`config.mk`:
```
export PLATFORM = sky130hd
export DESIGN_NAME = lap_recorder
export DESIGN_NICKNAME = d
export VERILOG_FILES = /design/src/rtl/lap_recorder.sv
export SDC_FILE = /design/constraint.sdc
export NUM_CORES = 1
export LEC_CHECK = 0
export ABC_AREA = 1
export CELL_PAD_IN_SITES_DETAIL_PLACEMENT = 1
export CELL_PAD_IN_SITES_GLOBAL_PLACEMENT = 1
export CORE_MARGIN = 2
export CORE_UTILIZATION = 24
export CTS_BUF_LIST = sky130_fd_sc_hd__clkbuf_4 sky130_fd_sc_hd__clkbuf_8
export CTS_CLUSTER_SIZE = 24
export DETAILED_ROUTE_END_ITERATION = 16
export GPL_TIMING_DRIVEN = 0
export PLACE_DENSITY_LB_ADDON = 0.2
export SLEW_MARGIN = 20
export SYNTH_ARGS = -nofsm -noshare
export SYNTH_HDL_FRONTEND = slang
export SYNTH_SLANG_ARGS = --single-unit
```
`constraint.sdc`:
```
create_clock -name i_clock -period 5.35 [get_ports i_clock]
set_input_delay 1.605 -clock i_clock [delete_from_list [all_inputs] [get_ports i_clock]]
set_output_delay 1.605 -clock i_clock [all_outputs]
set_load 0.1 [all_outputs]
```
`src/rtl/lap_recorder.sv`:
```
// Lap recorder: captures the live seconds digits on each debounced lap press
// into a small write-once buffer and lets the user step through the stored
// entries with the view button.

// Two-flop synchronizer followed by a level debouncer. The output is a single
// cycle pulse on each accepted press (stable level falling 1 -> 0).
module lap_debounce #(
   parameter int DEBOUNCE_CYCLES = 500_000
) (
   input  logic i_clock,
   input  logic i_clear_b,
   input  logic i_btn_n,
   output logic o_press_p
);

   localparam int CW = (DEBOUNCE_CYCLES > 1) ? $clog2(DEBOUNCE_CYCLES) : 1;

   logic          r_sync1;
   logic          r_sync2;
   logic          r_stable;
   logic          r_pulse;
   logic [CW-1:0] r_cnt;
   logic          w_diff;
   logic          w_done;

   assign w_diff = (r_sync2 != r_stable);
   // The sample that completes the run of mismatching cycles flips the level.
   assign w_done = w_diff && (r_cnt == CW'(DEBOUNCE_CYCLES - 1));

   // Synchronize, count consecutive mismatches, accept the level and pulse on press.
   always_ff @(posedge i_clock) begin
      // NOTE: sequential state uses non-blocking assignments so every flop
      // samples the pre-edge values of the others (sync1 -> sync2 is a real stage).
      if (i_clear_b) begin
         r_sync1  <= 1'b1;
         r_sync2  <= 1'b1;
         r_stable <= 1'b1;
         r_cnt    <= '0;
         r_pulse  <= 1'b0;
      end else begin
         r_sync1 <= i_btn_n;
         r_sync2 <= r_sync1;
         r_pulse <= w_done && r_stable;
         if (w_done) begin
            r_stable <= r_sync2;
            r_cnt    <= '0;
         end else if (w_diff) begin
            r_cnt <= r_cnt + CW'(1);
         end else begin
            r_cnt <= '0;
         end
      end
   end

   assign o_press_p = r_pulse;

endmodule

module lap_recorder #(
   parameter int DEBOUNCE_CYCLES = 500_000,
   parameter int DEPTH           = 4
) (
   input  logic                       i_clock,
   input  logic                       i_clear_b,
   input  logic [3:0]                 i_ones,
   input  logic [3:0]                 i_tens,
   input  logic                       i_lap_n,
   input  logic                       i_view_n,
   output logic [3:0]                 o_disp_ones,
   output logic [3:0]                 o_disp_tens,
   output logic                       o_reviewing,
   output logic [$clog2(DEPTH)-1:0]   o_slot,
   output logic [$clog2(DEPTH+1)-1:0] o_count,
   output logic                       o_overflow
);

   localparam int PW = $clog2(DEPTH);
   localparam int CW = $clog2(DEPTH + 1);

   typedef enum logic {
      LIVE   = 1'b0,
      REVIEW = 1'b1
   } state_t;

   state_t        r_state;
   state_t        w_state_nxt;
   logic [PW-1:0] r_slot;
   logic [PW-1:0] w_slot_nxt;
   logic [CW-1:0] r_count;
   logic          r_overflow;
   logic [7:0]    r_mem [DEPTH];
   logic [7:0]    r_view;
   logic          w_lap_p;
   logic          w_view_p;
   logic          w_full;
   logic [PW-1:0] w_wptr;

   lap_debounce #(.DEBOUNCE_CYCLES(DEBOUNCE_CYCLES)) u_lap_db (
      .i_clock   (i_clock),
      .i_clear_b (i_clear_b),
      .i_btn_n   (i_lap_n),
      .o_press_p (w_lap_p)
   );

   lap_debounce #(.DEBOUNCE_CYCLES(DEBOUNCE_CYCLES)) u_view_db (
      .i_clock   (i_clock),
      .i_clear_b (i_clear_b),
      .i_btn_n   (i_view_n),
      .o_press_p (w_view_p)
   );

   assign w_full = (r_count == CW'(DEPTH));
   // The buffer never wraps, so the next free slot is always the entry count.
   assign w_wptr = r_count[PW-1:0];

   // Track the number of stored entries and the sticky dropped-lap flag.
   always_ff @(posedge i_clock) begin
      if (i_clear_b) begin
         r_count    <= '0;
         r_overflow <= 1'b0;
      end else if (w_lap_p) begin
         if (w_full) begin
            r_overflow <= 1'b1;
         end else begin
            r_count <= r_count + CW'(1);
         end
      end
   end

   // Store the live digits at the write pointer on an accepted lap press.
   always_ff @(posedge i_clock) begin
      // NOTE: the entry storage has no reset; entries at or above r_count are
      // never displayed, so clearing them would only cost logic.
      if (!i_clear_b && w_lap_p && !w_full) begin
         r_mem[w_wptr] <= {i_tens, i_ones};
      end
   end

   // State and slot registers for the view FSM.
   always_ff @(posedge i_clock) begin
      if (i_clear_b) begin
         r_state <= LIVE;
         r_slot  <= '0;
      end else begin
         r_state <= w_state_nxt;
         r_slot  <= w_slot_nxt;
      end
   end

   // Next-state logic; the view decision uses the count before any same-cycle capture.
   always_comb begin
      // NOTE: every output of this block gets a default first so no path
      // leaves it unassigned, which would otherwise infer a latch.
      w_state_nxt = r_state;
      w_slot_nxt  = r_slot;
      if (w_view_p) begin
         case (r_state)
            LIVE: begin
               if (r_count != '0) begin
                  w_state_nxt = REVIEW;
                  w_slot_nxt  = '0;
               end
            end
            REVIEW: begin
               if ((32'(r_slot) + 32'd1) < 32'(r_count)) begin
                  w_slot_nxt = r_slot + PW'(1);
               end else begin
                  w_state_nxt = LIVE;
                  w_slot_nxt  = '0;
               end
            end
            default: begin
               w_state_nxt = LIVE;
               w_slot_nxt  = '0;
            end
         endcase
      end
   end

   // Registered copy of the entry being reviewed, following the next slot.
   always_ff @(posedge i_clock) begin
      r_view <= r_mem[w_slot_nxt];
   end

   assign o_disp_tens = (r_state == REVIEW) ? r_view[7:4] : i_tens;
   assign o_disp_ones = (r_state == REVIEW) ? r_view[3:0] : i_ones;
   assign o_reviewing = (r_state == REVIEW);
   assign o_slot      = r_slot;
   assign o_count     = r_count;
   assign o_overflow  = r_overflow;

endmodule
```
==> metrics <==
post-place setup slack 267 ps; initial antenna violation count 0; Synth Area in Simple Gates 31.6%; Power per Cell Area 240 mW/mm^2; Skew-Pair Late Insertion Delay 380 ps; Hold EP u_lap_db.r_sync2$_SDFF_PP1_; first-pass GRT wire length 18900 um; Hold Startpoint u_lap_db.r_sync1$_SDFF_PP1_; maxcap violations 0; slowest CP cell clkdlybuf4s50_1; delay of the slowest cell on the worst path 1120 ps; main area contributors after synthesis dfxtp_1, edfxtp_1, nand2_1; Post-CTS Setup Repair Bufs 0; CP required 3740 ps; final total power 1.22 mW; CP max FO 5; Detailed Routing Iterations Pass 1 4; Final Wtd Congestion 0.791; reg-to-reg startpoint o_count[0]$_SDFFE_PP0P_; max-slew violations 0; area fraction of the dominant cell type after synthesis 28.0%; post-synthesis mux area share 0%; Synth Area in Adders 2.58%; clock sinks 93; antenna-violating nets left 0; ANT cells 0; fin cells 822; most common cell after layout, fill and taps aside nand2_1; dominant synthesized flop cell dfxtp_1; Seq/Total Area, Yosys 50.0%; delay-heaviest family, CP buffers and inverters; Mapped Nets 573; # setup viols final 0; GRT Total Usage 12.2%; die outline height 139 um; largest family of logic cells by synthesized area simple AND/OR/NAND/NOR gates; Vias 3549; critical path, cell by cell clkdlybuf4s50_1, nand2_1, nand2_1, clkdlybuf4s50_1; IO buf count 25; cell count of the worst hold path 1; EDFF count, synth 32; setup TNS 0 ps; Worst Path Arrival 3460 ps; # rows 49; final design utilization 28.3%; cts bufs inserted 9; Synth Area in Compound Gates 4.90%; final hold viol count 0; status complete, no violations; root buf cell clkbuf_8; worst r2r dst r_mem[3][0]$_DFFE_PP_; synthesized flop and latch total 93; Worst setup EP type output port; vias in the first global route 3826; DP Cell Count 806; H-tree levels 3; die area 0.0193 sq mm; Ports 27; post-synth top area cell dfxtp_1; Core ar. 0.0179 sq mm; placed cell area 0.00490 sq mm; number of distinct library cells after synthesis 35; Final HPWL DP 8160 um; Final period util 94.7%; Worst slew margin 35.2%; Tmin final 5070 ps; # DRC 0; FMAX 197 MHz; Die Wd 139 um; RSZ-0062 raised after global routing no; Total Wirelength 11000 um; Area Growth Syn to Fin 16.3%; Final Skew 19.0 ps; Worst Tran Pin Value 968 ps; CP Launch Type primary input; Hold Slack 427 ps; worst reg-to-reg setup slack 3030 ps; Wirelength per Cell 13.4 um; design area 0.00507 sq mm; post_cts resized 0; Worst-path clk slew 90 ps; most frequent cells in the layout nand2_1, inv_1, nor2_1, dfxtp_1, nand3_1; post-synthesis cell count 552; LEAKAGE 1.89 nW; XOR/XNOR share of the synthesized area 2.41%; path depth of the worst reg2reg path 7; Initial Utilization 24.4%; worst path bufs/invs 2; TritonCTS clock tree done; largest net degree at the start of global routing 16; area taken by multi-input logic gates 0.00181 sq mm; vias per inst 4.32; Syn Area/Cell 7.91 sq um; Post-synth ARST share 0%; initial drt markers 130; Clock Path Buffers 2; Seq. cell area 0.00218 sq mm; yosys warns 0; nets 609; HP Class reg -> reg; Peak supply drop 0.106 mV; Post-Syn Area 0.00437 sq mm; GRT overflow 0; layout cells sized above 1 9.44%; FILL cells 2150; final setup margin 284 ps; critical setup path kind in -> out; hold_buf cts 0
==> state kept, by name (all words and copies together) (netlist names) <==
signal / count
u_view_db.o_press_p: 1
u_view_db.r_sync1: 1
u_view_db.r_stable: 1
u_view_db.r_cnt: 19
u_lap_db.r_cnt: 19
u_lap_db.r_stable: 1
u_lap_db.r_sync1: 1
o_reviewing: 1
r_view: 8
u_view_db.r_sync2: 1
u_lap_db.r_sync2: 1
o_slot: 2
r_mem: 32
o_count: 3
u_lap_db.o_press_p: 1
o_overflow: 1
==> kinds of logic after synthesis <==
family,count (synthesis)
AOI/OAI and AO/OA,38
buffers and inverters,89
xor gates and xnor gates,12
DFF,93
and+or+nand+nor,311
adders and majority gates,9
==> worst max path at each step <==
| stage | start | to | depth (start not counted) |
|---|---|---|---|
| floorplan | i_ones[0] | o_disp_ones[0] | 2 |
| CTS | i_ones[3] | o_disp_ones[3] | 4 |
| finish | i_ones[2] | o_disp_ones[2] | 4 |
| global route | i_tens[3] | o_disp_tens[3] | 4 |
| global placement | i_ones[3] | o_disp_ones[3] | 4 |
| detailed placement | i_ones[3] | o_disp_ones[3] | 4 |
==> area by class of cell <==
cell class / instances / area share [%]
buffer: 8 / 1.31
clock buffer: 12 / 2.88
tap: 229 / 5.65
timing repair buffer: 25 / 4.93
clock inverter: 4 / 0.518
multi-input combinational: 370 / 35.7
inverter: 81 / 6.02
sequential: 93 / 43.0
==> synth_stat cells, types with 3 or more instances <==
library cell / number
a21oi_1: 26
and2_1: 4
buf_4: 4
dfxtp_1: 61
edfxtp_1: 32
ha_1: 9
inv_1: 73
inv_2: 7
nand2_1: 146
nand2_2: 3
nand3_1: 58
nand3_2: 4
nand4_1: 8
nor2_1: 67
nor2_2: 4
o21ai_0: 6
or2_2: 6
xnor2_1: 4
xor2_1: 8
==> report_power, final <==
| group | switching (mW) | internal, mW | leakage (nW) | total, mW |
|---|---|---|---|---|
| registers | 0.00131 | 0.731 | 0.783 | 0.732 |
| clock network | 0.248 | 0.183 | 0.0805 | 0.431 |
| logic | 0.0379 | 0.0158 | 1.03 | 0.0537 |
| total | 0.287 | 0.930 | 1.89 | 1.22 |
==> layer usage <==
layer,vias to the layer above,share of wire [%],track usage [%]
met3,11,3.2,3.11
li1,1813,-,-
met4,0,1.3,3.30
met5,-,0,0
met1,1689,46,14.4
met2,36,50,22.0
No activity file was read; power rests on OpenSTA's default activity.
